$ cat src/rtl/disp_pkg.sv
// Shared constants for the 7-segment display path: segment codes and the
// BCD-to-segment lookup table (active-low, bit order {g,f,e,d,c,b,a}).
package disp_pkg;

  localparam int BCD_W = 4;

  localparam logic [6:0] SEG_BLANK = 7'h7F;
  localparam logic [6:0] SEG_DASH  = 7'b0111111;

  // Codes 10..15 are not BCD and render as a dash.
  localparam logic [6:0] SEG_LUT [16] = '{
    7'b1000000, 7'b1111001, 7'b0100100, 7'b0110000,
    7'b0011001, 7'b0010010, 7'b0000010, 7'b1111000,
    7'b0000000, 7'b0010000, SEG_DASH,   SEG_DASH,
    SEG_DASH,   SEG_DASH,   SEG_DASH,   SEG_DASH
  };

endpackage

$ cat src/rtl/bcd_to_7seg.sv
// Combinational BCD to active-low 7-segment decoder; non-BCD codes show a dash.
module bcd_to_7seg
  import disp_pkg::*;
(
  input  logic [BCD_W-1:0] code,
  output logic [6:0]       seg_n
);

  // Table lookup covers all 16 codes, so no code is left undecoded.
  always_comb begin
    seg_n = SEG_LUT[code];
  end

endmodule

$ cat src/rtl/bcd_display_scanner.sv
// Time-multiplexed common-anode 7-segment scanner with one blank cycle per
// digit slot, optional leading-zero blanking and a sticky overflow LED.
module bcd_display_scanner
  import disp_pkg::*;
#(
  parameter int NUM_DIGITS  = 4,
  parameter int REFRESH_DIV = 50000,
  parameter int BLANK_LZ    = 1
) (
  input  logic                        clk,
  input  logic                        reset,
  input  logic [BCD_W*NUM_DIGITS-1:0] digits_in,
  input  logic                        load,
  input  logic [NUM_DIGITS-1:0]       dp_in,
  input  logic                        carry_in,
  input  logic                        clr_ovf,
  output logic [6:0]                  seg_n,
  output logic                        dp_n,
  output logic [NUM_DIGITS-1:0]       an_n,
  output logic                        ovf_led
);

  localparam int PRESC_W = $clog2(REFRESH_DIV);
  localparam int IDX_W   = (NUM_DIGITS > 1) ? $clog2(NUM_DIGITS) : 1;
  localparam logic [PRESC_W-1:0] PRESC_LAST = PRESC_W'(REFRESH_DIV - 1);
  localparam logic [IDX_W-1:0]   IDX_LAST   = IDX_W'(NUM_DIGITS - 1);

  logic [PRESC_W-1:0]          presc_q, presc_d;
  logic [IDX_W-1:0]            index_q, index_d;
  logic [BCD_W*NUM_DIGITS-1:0] shadow_q, shadow_d;
  logic [NUM_DIGITS-1:0]       dp_sh_q, dp_sh_d;
  logic                        ovf_q, ovf_d;
  logic [6:0]                  seg_q, seg_d;
  logic                        dpn_q, dpn_d;
  logic [NUM_DIGITS-1:0]       an_q, an_d;

  logic                        tick_s;
  logic [NUM_DIGITS-1:0]       zero_above_s;
  logic [BCD_W-1:0]            digit_sel_s;
  logic                        dp_sel_s;
  logic                        lz_sel_s;
  logic [NUM_DIGITS-1:0]       an_sel_s;
  logic [6:0]                  dec_seg_s;

  bcd_to_7seg u_dec (
    .code  (digit_sel_s),
    .seg_n (dec_seg_s)
  );

  // Prescaler, digit index, shadow capture and overflow flag next-state.
  always_comb begin
    tick_s = (presc_q == PRESC_LAST);
    if (tick_s) begin
      presc_d = '0;
      if (index_q == IDX_LAST) begin
        index_d = '0;
      end else begin
        index_d = index_q + IDX_W'(1);
      end
    end else begin
      presc_d = presc_q + PRESC_W'(1);
      index_d = index_q;
    end

    if (load) begin
      shadow_d = digits_in;
      dp_sh_d  = dp_in;
    end else begin
      shadow_d = shadow_q;
      dp_sh_d  = dp_sh_q;
    end

    // Set wins over clear so a carry coincident with a clear is never lost.
    if (carry_in) begin
      ovf_d = 1'b1;
    end else if (clr_ovf) begin
      ovf_d = 1'b0;
    end else begin
      ovf_d = ovf_q;
    end
  end

  // zero_above_s[i] is set when every digit from the top down to i is zero.
  always_comb begin
    logic z;
    z = 1'b1;
    zero_above_s = '0;
    for (int i = NUM_DIGITS - 1; i >= 0; i--) begin
      z = z & (shadow_q[BCD_W*i +: BCD_W] == 4'd0);
      zero_above_s[i] = z;
    end
  end

  // Select the digit addressed by the post-update index and form the outputs.
  always_comb begin
    digit_sel_s = '0;
    dp_sel_s    = 1'b0;
    lz_sel_s    = 1'b0;
    an_sel_s    = '1;
    for (int i = 0; i < NUM_DIGITS; i++) begin
      if (index_d == IDX_W'(i)) begin
        digit_sel_s = shadow_q[BCD_W*i +: BCD_W];
        dp_sel_s    = dp_sh_q[i];
        lz_sel_s    = (BLANK_LZ != 0) && (i != 0) && zero_above_s[i];
        an_sel_s[i] = 1'b0;
      end else begin
        an_sel_s[i] = 1'b1;
      end
    end

    if (tick_s) begin
      seg_d = SEG_BLANK;
      an_d  = '1;
      dpn_d = 1'b1;
    end else begin
      seg_d = lz_sel_s ? SEG_BLANK : dec_seg_s;
      an_d  = an_sel_s;
      dpn_d = ~dp_sel_s;
    end
  end

  // State and output registers; reset overrides load, carry and tick.
  always_ff @(posedge clk) begin
    if (reset) begin
      presc_q  <= '0;
      index_q  <= '0;
      shadow_q <= '0;
      dp_sh_q  <= '0;
      ovf_q    <= 1'b0;
      seg_q    <= SEG_BLANK;
      dpn_q    <= 1'b1;
      an_q     <= '1;
    end else begin
      presc_q  <= presc_d;
      index_q  <= index_d;
      shadow_q <= shadow_d;
      dp_sh_q  <= dp_sh_d;
      ovf_q    <= ovf_d;
      seg_q    <= seg_d;
      dpn_q    <= dpn_d;
      an_q     <= an_d;
    end
  end

  assign seg_n   = seg_q;
  assign dp_n    = dpn_q;
  assign an_n    = an_q;
  assign ovf_led = ovf_q;

endmodule

$ cat config.mk
export PLATFORM = sky130hd
export DESIGN_NAME = bcd_display_scanner
export DESIGN_NICKNAME = d
export VERILOG_FILES = /design/src/rtl/disp_pkg.sv /design/src/rtl/bcd_to_7seg.sv /design/src/rtl/bcd_display_scanner.sv
export SDC_FILE = /design/constraint.sdc
export NUM_CORES = 1
export LEC_CHECK = 0
export ABC_AREA = 1
export BUFFER_PORTS_ARGS = -buffer_cell sky130_fd_sc_hd__buf_4
export CORE_MARGIN = 3
export CORE_UTILIZATION = 50
export CTS_CLUSTER_SIZE = 40
export DETAILED_ROUTE_END_ITERATION = 7
export GPL_TIMING_DRIVEN = 1
export PLACE_DENSITY = 0.82
export SYNTH_ARGS = -nofsm -noshare
export SYNTH_HDL_FRONTEND = slang
export SYNTH_SLANG_ARGS = --single-unit
$ cat constraint.sdc
create_clock -name clk -period 2.4 [get_ports clk]
set_clock_uncertainty 0.2 [all_clocks]
set_input_delay 0.24 -clock clk [delete_from_list [all_inputs] [get_ports clk]]
set_output_delay 0.24 -clock clk [all_outputs]
set_load 0.02 [all_outputs]
==> results of run 1 <==
-- through the flow --
step,util,instance area [µm²],cells,power [mW],TNS [ns]
final,0.686,3090,449,1.60,0
after global routing,0.686,3090,449,1.67,-0.0841
after CTS,0.667,3000,445,1.59,0
after detailed placement,0.612,2760,421,1.12,-0.00110
after global placement,0.612,2760,421,1.11,0
after floorplan,-,2420,336,1.04,0
-- repair_timing --
| item | 4_1_cts | 5_1_grt |
|---|---|---|
| gates resized for setup | 1 | 17 |
| setup endpoints to repair | 1 | 6 |
| buffers inserted | 0 | 4 |
| hold endpoints to repair | 16 | 0 |
| hold buffers | 16 | 0 |
| pin swaps | 0 | 12 |
-- cells by family after synthesis --
kind of cell	count (synthesis)
XOR/XNOR	3
adder cells (fa/ha/maj)	5
flip-flops	51
AND/OR/NAND/NOR	188
AO/OA/AOI/OAI	42
buffers and inverters	47
-- sequential cells by signal, indices dropped and copies added, names as in the netlist --
| name | count |
|---|---|
| dp_n | 1 |
| shadow_q | 16 |
| seg_n | 7 |
| presc_q | 16 |
| dp_sh_q | 4 |
| an_n | 4 |
| ovf_led | 1 |
| index_q | 2 |
-- layer usage --
metal / up-vias / share of wire
li1: 1198 / -
met1: 1010 / 0.47
met2: 53 / 0.46
met3: 9 / 0.054
met4: 0 / 0.016
met5: - / 0
-- worst min-delay path by stage --
| stage | startpoint | end | slack [ns] | cells after the start |
|---|---|---|---|---|
| 6_report | digits_in[15] | shadow_q[15]$_SDFFE_PP0P_ | 0.005 | 3 |
| 2_1_floorplan | reset | dp_sh_q[3]$_SDFFE_PP0P_ | 0.12 | 1 |
| 3_5_place_dp | carry_in | ovf_led$_SDFFE_PP0P_ | 0.25 | 3 |
| 4_1_cts | digits_in[15] | shadow_q[15]$_SDFFE_PP0P_ | 0.007 | 3 |
| 5_1_grt | digits_in[14] | shadow_q[14]$_SDFFE_PP0P_ | 0.02 | 3 |
| 3_3_place_gp | carry_in | ovf_led$_SDFFE_PP0P_ | 0.25 | 3 |
-- critical path: stages, from the launching register on --
cell and delay [ns]:
dfxtp_1 0.38, ha_4 0.16, nand3_4 0.10, nor2_4 0.12, nand2_2 0.08, nand2_1 0.08, nand2_2 0.13, nand3_1 0.15
nand4_1 0.27, ha_2 0.27, inv_1 0.05, nand2_1 0.04, nand3_1 0.08, nand2_1 0.05
-- where the power goes --
part | internal, mW | switching (mW) | total (mW) | leakage [nW]
Combinational | 0.110 | 0.116 | 0.225 | 0.854
Clock | 0.205 | 0.262 | 0.467 | 0.0422
Sequential | 0.883 | 0.0237 | 0.907 | 0.421
-- final cells by class --
type                       instances  share of cell area
inverter                          38              0.0462
multi-input combinational        238               0.411
clock buffer                       7              0.0247
sequential                        51               0.332
timing repair buffer              62               0.164
tap                               52              0.0211
clock inverter                     1             0.00162
-- cell usage in the layout, fill, tap and decap left out --
cell and instances:
a211oi_1 4, a21oi_1 25, a21oi_4 1, a31oi_1 2, buf_4 46, clkbuf_1 2, clkbuf_8 5, clkinv_2 1
dfxtp_1 47, dfxtp_2 4, dlygate4sd3_1 16, ha_1 1, ha_2 2, ha_4 2, inv_1 34, inv_2 4
nand2_1 90, nand2_2 9, nand2_4 4, nand3_1 24, nand3_2 4, nand3_4 1, nand3b_1 3, nand4_1 5
nor2_1 32, nor2_2 3, nor2_4 4, nor3_1 6, nor3b_1 1, nor4_1 2, o2111ai_1 1, o21ai_0 6
o21ai_2 2, o22ai_1 1, xnor2_1 1, xor2_1 2
==> results.yml, run 1 <==
die:
  design.portCount: 38
  rows: 24
  dieArea_um2: 5700
  die_x_um: 75.5
  coreArea_um2: 4500
  initial_core_util: 0.537
  die_height_um: 75.5
power:
  vdd_drop_max_mv: 0.331
  leakage_nw: 1.32
  p_per_area_nw_per_um2: 517
timing:
  tightest_slew_ns: 0.684
  hold_viol_final: 0
  timing.hold.ws_ns: 0.00496
  min_period_ns: 2.24
  fmaxAchievable_mhz: 446
  slew-limit-headroom: 0.544
  drv_slew: 0
  min_period_over_period: 0.934
  setup_slack_ns: 0.159
  setup_violations: 0
global_route:
  grt_max_degree: 25
  grt_pass1_wl_um: 8800
  grt_usage: 0.199
  grt_overflow_total: 0
  grt_util_met2: 0.304
  met3_usage: 0.0528
  top_usage_layer: "met2"
  grt_use_met1: 0.280
  grt_pass1_vias: 1980
  antenna_found_initial: 0
clocking:
  path_clk_slew_ns: 0.08
  clock_sinks: 51
  cts_buffers: 5
  cts_tree: "yes"
  cts_root_buf: "clkbuf_8"
  cts_max_level: 2
  clk_latency_ns: 0.30
  clk_path_buf_depth: 2
yosys:
  synthArstFlopShare: 0
  synth-simple-area-share: 0.363
  synth_top_area_share: 0.422
  synth_edf_count: 0
  synth_cell_type_count: 30
  yosysMostFrequentCell: "nand2_1"
  ys.flop_type: "dfxtp_1"
  muxShareOfSynthArea: 0
  synth-seq-cells: 51
  synth_area_leaders: "dfxtp_1 (42%), nand2_1 (14%), inv_1 (5.4%), nor2_1 (5.3%), a21oi_1 (5.2%)"
  synth_nets: 366
  synth_xor_area_frac: 0.0109
  synth_compound_area_frac: 0.102
  synth-seq-area-share: 0.422
  yosys_warnings: 0
  synthCells: 336
  synth_area_leader_cell: "dfxtp_1"
  synth_top_family_by_area: "simple AND/OR/NAND/NOR gates"
  synth_area_um2: 2420
  synthAdderAreaFrac: 0.0259
  synth_common_cells: "nand2_1 (93), dfxtp_1 (51), inv_1 (35), nor2_1 (34)"
  syn-mean-instance-area_um2: 7.19
place:
  port_buffers: 37
  gp_congestion: 0.886
  post-place-ws_ns: -0.00110
  hpwl_um: 3720
setup_path:
  crit_fanout: 9
  reg2reg_from: "presc_q[0]$_SDFF_PP0_"
  r2r_slack_ns: 0.16
  worstSetupStartpointType: "flip-flop"
  reg2reg_depth: 13
  worstSetupEndpoint: "seg_n[5]$_SDFF_PP1_"
  worstPathArrival_ns: 2.24
  critPathRequiredTime_ns: 2.40
  startpoint: "presc_q[0]$_SDFF_PP0_"
  timing.rr.end: "seg_n[5]$_SDFF_PP1_"
  end_kind: "flip-flop"
  criticalPathCategory: "reg -> reg"
layout:
  multiInputGateArea_um2: 1270
  regArea_um2: 1030
  nets: 426
  drive_above_1_share: 0.232
  antenna-diode-count: 0
  area_growth_pct: 27.8
  fillers: 370
routing:
  vias_per_cell: 5.06
  ant_nets: 0
  post_drt_wl_per_cell_um: 12.1
  routed_wl_um: 5450
  vias: 2270
  dr.pass1.iters: 4
  drt_iter0_drc: 144
  drcViolationCount: 0
outcome:
  status: "complete, no violations"
job:
  cap_violations: 0
min_path:
  hold_path_class: "in -> reg"
Note: power is estimated with default switching activity, not from simulation.
==> run 2: changes to the inputs <==
--- a/config.mk
+++ b/config.mk
@@ -13,6 +13,8 @@
 export DETAILED_ROUTE_END_ITERATION = 7
 export GPL_TIMING_DRIVEN = 1
 export PLACE_DENSITY = 0.82
+export RECOVER_POWER = 100
 export SYNTH_ARGS = -nofsm -noshare
 export SYNTH_HDL_FRONTEND = slang
+export SYNTH_HIERARCHICAL = 1
 export SYNTH_SLANG_ARGS = --single-unit
==> run 2 against run 1 <==
Against the previous run:
- the flow now finishes with violations (setup timing)
- fmax decreased by 11%
- register-to-register slack got worse by 0.28 ns
- routed wire length up 5.3%
- core utilization is 2.0 points higher
- final area is 0.85% higher
- critical endpoint is now seg_n[3]$_SDFF_PP1_
==> results.yml, run 2 <==
outcome:
  status: "finished, violations left"
  failed_checks: "setup timing"
yosys:
  synth_area_leader_cell: "dfxtp_1"
  yosys_warnings: 6
  synth_cell_type_count: 24
  synth_top_area_share: 0.440
  synth-seq-cells: 51
  synth_common_cells: "nand2_1 (57), nor2_1 (57), dfxtp_1 (51), inv_1 (38), o21ai_0 (26)"
  synth_area_um2: 2320
  synth_edf_count: 0
  syn-mean-instance-area_um2: 7.12
  synth_area_leaders: "dfxtp_1 (44%), nand2_1 (9.2%), nor2_1 (9.2%), inv_1 (6.1%), o21ai_0 (5.6%)"
  synth-seq-area-share: 0.440
  synthCells: 326
  ys.flop_type: "dfxtp_1"
  synthArstFlopShare: 0
  synth_nets: 358
clocking:
  cts_buffers: 5
  clk_path_buf_depth: 2
  clk_latency_ns: 0.31
  path_clk_slew_ns: 0.09
  cts_tree: "yes"
  cts_root_buf: "clkbuf_8"
  clock_sinks: 51
  cts_max_level: 2
power:
  p_per_area_nw_per_um2: 526
  vdd_drop_max_mv: 0.369
  finalPower_mw: 1.64
  power_frac_clock: 0.293
  seqPwrFrac: 0.559
  leakage_nw: 1.35
  switching_power_mw: 0.439
  p_int_mw: 1.20
  swShare: 0.268
  power_frac_comb: 0.148
global_route:
  grt_pass1_wl_um: 9040
  antenna_found_initial: 0
  grt_overflow_total: 0
  grt_max_degree: 30
  grt_usage: 0.211
  grt_pass1_vias: 2174
die:
  coreArea_um2: 4410
  dieArea_um2: 5500
  design.portCount: 38
  die_x_um: 74.1
  initial_core_util: 0.526
  rows: 24
  die_height_um: 74.1
routing:
  dr.pass1.iters: 7
  vias_per_cell: 5.13
  post_drt_wl_per_cell_um: 12.7
  ant_nets: 0
  drt_iter0_drc: 170
  drcViolationCount: 0
  routed_wl_um: 5740
  vias: 2320
setup_path:
  slowest_delay_ns: 0.36
  worstPathArrival_ns: 2.51
  cp_num_buf_inv: 2
  path_delay_family: "simple AND/OR/NAND/NOR gates"
  crit_path_cell_trace: "ha_4 > nand3_4 > nor2_4 > nand2_2 > nand2_2 > nand2_4 > nor2_4 > nand2_1 > nand4_1 > inv_2 > ha_4 > nand2_2 > nand3_2 > nand2_1 > inv_1 > nand3_1"
  path_common_cell: "nand2_2"
  criticalPathCategory: "reg -> reg"
  worstSetupStartpointType: "flip-flop"
  end_kind: "flip-flop"
  critPathRequiredTime_ns: 2.39
  slowest_stage: "dfxtp_2"
  crit_fanout: 6
timing:
  tightest_slew_ns: 0.727
  rsz0062_at_grt: "yes"
  min_period_over_period: 1.05
  fmaxAchievable_mhz: 397
  slew-limit-headroom: 0.515
  setup_slack_ns: -0.122
  min_period_ns: 2.52
  hold_viol_final: 0
  drv_slew: 0
  setup_violations: 6
job:
  cap_violations: 0
place:
  gp_congestion: 0.896
  post-place-ws_ns: -0.0739
  hpwl_um: 3660
  port_buffers: 37
layout:
  drive_above_1_share: 0.270
  final_cell_mix: "nor2_1 (53), nand2_1 (49), dfxtp_1 (45), buf_4 (42), inv_1 (34)"
  nets: 431
  area_growth_pct: 34.3
  final_common_cell: "nor2_1"
  antenna-diode-count: 0
min_path:
  hold_path_class: "in -> reg"
[run 2: final timing paths]
kind                                        startpoint                         to  slack (ns)  cells past startpoint
worst max-delay path             presc_q[1]$_SDFF_PP0_        seg_n[3]$_SDFF_PP1_       -0.12                     16
worst min register to register  presc_q[14]$_SDFF_PP0_     presc_q[14]$_SDFF_PP0_        0.28                      2
worst min-delay path                     digits_in[10]  shadow_q[10]$_SDFFE_PP0P_        0.02                      3
worst max register to register   presc_q[1]$_SDFF_PP0_        seg_n[3]$_SDFF_PP1_       -0.12                     16
[run 2: final cells by class]
class	instances	area [µm²]
clock inverter	2	12.5
inverter	45	174
fill	347	1300
timing repair buffer	74	534
clock buffer	6	72.6
multi-input combinational	222	1230
sequential	51	1030
tap	52	65.1
[run 2: power by group through the flow]
stage | Combinational (mW) | Clock [mW] | Sequential, mW
finish | 0.243 | 0.481 | 0.916
CTS | 0.233 | 0.489 | 0.915
detailed placement | 0.212 | 0 | 0.933
floorplan | 0.108 | 0 | 0.945
global placement | 0.207 | 0 | 0.932
global route | 0.271 | 0.519 | 0.921
[run 2: cells by family (layout without fill, tap and decap cells)]
kind of cell               Yosys count  after routing  share of synthesized area
adders and majority gates            7              7                     0.0377
xor gates and xnor gates             5              5                     0.0189
DFF                                 51             51                      0.440
and+or+nand+nor                    164            164                      0.310
buffers and inverters               53            127                     0.0906
AOI/OAI and AO/OA                   46             46                      0.103
[run 2: stage by stage]
stage                     utilization  instances  hold slack [ns]  cell area (µm²)  TNS (ns)
final                           0.706        452           0.0174             3120    -0.273
after global routing            0.706        452           0.0270             3120     -1.48
after CTS                       0.696        450           0.0107             3070         0
after detailed placement        0.628        424            0.236             2770    -0.125
after global placement          0.628        424            0.233             2770         0
after floorplan                     -        326            0.112             2340         0
[run 2: worst reg2reg max path, delay by kind of cell (launching register included)]
| family | cells | cell delay (ns) |
|---|---|---|
| AND/OR/NAND/NOR | 12 | 1.24 |
| adder cells (fa/ha/maj) | 2 | 0.44 |
| buffers and inverters | 2 | 0.17 |
| flip-flops | 1 | 0.36 |
[run 2: metal layers]
metal  vias to the layer above  track usage  routed length (µm)
li1                       1177            -                   -
met1                      1048        0.242                2350
met2                        79        0.374                2930
met3                        16       0.0568                 317
met4                         0       0.0765                 150
met5                         -            0                   0
[run 2: repair_timing]
action                                  in CTS  in global routing
pin swaps                                    5                 14
resized for setup                           13                 27
endpoints found under the hold margin       14                  0
endpoints found under the setup margin       4                  7
buffers inserted                             5                  2
hold buffers                                13                  0
==> run 3: changes to the inputs <==
--- a/config.mk
+++ b/config.mk
@@ -8,11 +8,11 @@
 export ABC_AREA = 1
 export BUFFER_PORTS_ARGS = -buffer_cell sky130_fd_sc_hd__buf_4
 export CORE_MARGIN = 3
-export CORE_UTILIZATION = 50
+export CORE_UTILIZATION = 48
 export CTS_CLUSTER_SIZE = 40
 export DETAILED_ROUTE_END_ITERATION = 7
 export GPL_TIMING_DRIVEN = 1
-export PLACE_DENSITY = 0.82
+export PLACE_DENSITY = 0.79
 export RECOVER_POWER = 100
 export SYNTH_ARGS = -nofsm -noshare
 export SYNTH_HDL_FRONTEND = slang
==> run 3 against run 2 <==
Against the previous run:
- the run still ends with setup timing left
- final cell count is 0.88% higher
- critical path type unchanged
- via count up 0.73%
- global-route usage down 0.43 points
- largest power group unchanged
- routed wire length is 0.77% higher
- clock power grew 3%
- count of clock-buffer cells in the layout decreased by 1
==> results.yml, run 3 (synthesis results as in run 2) <==
layout:
  final_cell_mix: "nor2_1 (51), nand2_1 (50), buf_4 (46), dfxtp_1 (44), inv_1 (36)"
  antenna-diode-count: 0
  design_area_um2: 3150
  area_growth_pct: 35.6
  nets: 435
  fin_cells: 456
  final_common_cell: "nor2_1"
  drive_above_1_share: 0.262
setup_path:
  critPathRequiredTime_ns: 2.39
  crit_fanout: 7
  worstSetupStartpointType: "flip-flop"
  criticalPathCategory: "reg -> reg"
  end_kind: "flip-flop"
  reg2reg_depth: 16
  timing.rr.end: "seg_n[3]$_SDFF_PP1_"
  reg2reg_from: "presc_q[0]$_SDFF_PP0_"
  worstPathArrival_ns: 2.46
  r2r_slack_ns: -0.06
timing:
  drv_slew: 0
  rsz0062_at_grt: "yes"
  hold_viol_final: 0
  fmaxAchievable_mhz: 406
  setup_slack_ns: -0.0634
  min_period_ns: 2.46
  final.setup.tns_ns: -0.234
  min_period_over_period: 1.03
  tightest_slew_ns: 0.670
  setup_violations: 5
  slew-limit-headroom: 0.553
die:
  rows: 24
  dieArea_um2: 5710
  die_x_um: 75.5
  coreArea_um2: 4500
  die_height_um: 75.5
  design.portCount: 38
  initial_core_util: 0.515
min_path:
  hold_path_class: "in -> reg"
  worstHoldEndpoint: "shadow_q[11]$_SDFFE_PP0P_"
  min_path_cells: 3
  min_from: "digits_in[11]"
routing:
  post_drt_wl_per_cell_um: 12.7
  vias_per_cell: 5.13
  dr.pass1.iters: 5
  vias: 2337
  ant_nets: 0
  routed_wl_um: 5790
  drcViolationCount: 0
  drt_iter0_drc: 117
power:
  leakage_nw: 1.39
  vdd_drop_max_mv: 0.416
  p_per_area_nw_per_um2: 520
global_route:
  grt_usage: 0.207
  grt_overflow_total: 0
  grt_util_met2: 0.365
  met3_usage: 0.0541
  antenna_found_initial: 0
  grt_max_degree: 21
  grt_pass1_vias: 2155
  grt_use_met1: 0.236
  top_usage_layer: "met2"
  grt_pass1_wl_um: 9060
place:
  place_area_um2: 2770
  post-place-ws_ns: -0.111
  gp_congestion: 0.897
  dp_cells: 423
  port_buffers: 37
  hpwl_um: 3750
clocking:
  clk_path_buf_depth: 2
  cts_max_level: 2
  clock_sinks: 51
  clk_latency_ns: 0.31
  cts_buffers: 5
  cts_root_buf: "clkbuf_8"
  cts_tree: "yes"
  path_clk_slew_ns: 0.09
outcome:
  failed_checks: "setup timing"
  status: "finished, violations left"
job:
  cap_violations: 0
==> run 3: cell types whose count changed in the layout (fill, tap and decap cells not counted), moves of 3 or more <==
cell     change
nand2_2      -3
buf_4        +4
nand3_2      -5
nand3_1      +4
==> run 3: stage by stage <==
step | hold WS [ns] | power [mW] | utilization
floorplan | 0.112 | 1.05 | -
global placement | 0.233 | 1.14 | 0.614
detailed placement | 0.236 | 1.15 | 0.614
CTS | 0.00548 | 1.65 | 0.688
global route | 0.0124 | 1.72 | 0.699
finish | 0.0126 | 1.64 | 0.699
==> run 3: power by group <==
part	switching, mW	leakage [nW]	internal [mW]
combinational	0.128	0.916	0.102
clock	0.288	0.0483	0.206
sequential	0.0250	0.423	0.890
total	0.441	1.39	1.20
==> run 3: timing repair <==
action / CTS / global route
gates resized for setup: 15 / 21
gates cloned: 1 / 0
setup buffers: 7 / 4
endpoints found under the setup margin: 6 / 7
pin swaps: 12 / 21
hold endpoints to repair: 14 / 0
hold buffers: 13 / 0
==> run 3: worst max-delay path, cell delays in order, from the launching register on <==
cell and delay, ns:
dfxtp_2 0.36, ha_4 0.15, nand3_4 0.11, nor2_4 0.19, nand3_2 0.11, nand2_4 0.15
inv_4 0.05, nor2_4 0.11, nand2_1 0.07, nand4_1 0.15, inv_2 0.09, ha_4 0.26
nand2_1 0.06, nand3_1 0.10, nand2_1 0.05, inv_1 0.05, nand3_1 0.06
==> run 3: worst max path at each step <==
stage / from / endpoint / slack, ns / cells past startpoint
after detailed placement: presc_q[0]$_SDFF_PP0_ / seg_n[3]$_SDFF_PP1_ / -0.11 / 16
after global placement: presc_q[0]$_SDFF_PP0_ / seg_n[3]$_SDFF_PP1_ / 0.02 / 16
after CTS: presc_q[1]$_SDFF_PP0_ / seg_n[1]$_SDFF_PP1_ / 0.002 / 15
after global routing: presc_q[0]$_SDFF_PP0_ / seg_n[3]$_SDFF_PP1_ / -0.27 / 16
after floorplan: presc_q[0]$_SDFF_PP0_ / seg_n[3]$_SDFF_PP1_ / 0.007 / 16
final: presc_q[0]$_SDFF_PP0_ / seg_n[3]$_SDFF_PP1_ / -0.06 / 16
==> run 3: cell type report <==
type,count,area (µm²)
multi-input cells,223,1240
clock inverters,3,18.8
well taps,52,65.1
clock buffers,5,68.8
fillers,363,1360
flip-flops and latches,51,1030
repair buffers,77,554
inverters,45,174
==> run 3: per-layer routing <==
layer  up-vias  routed length, µm
met4         0                148
met1      1052               2360
met3        15                286
met2        80               2990
li1       1190                  -
met5         -                  0
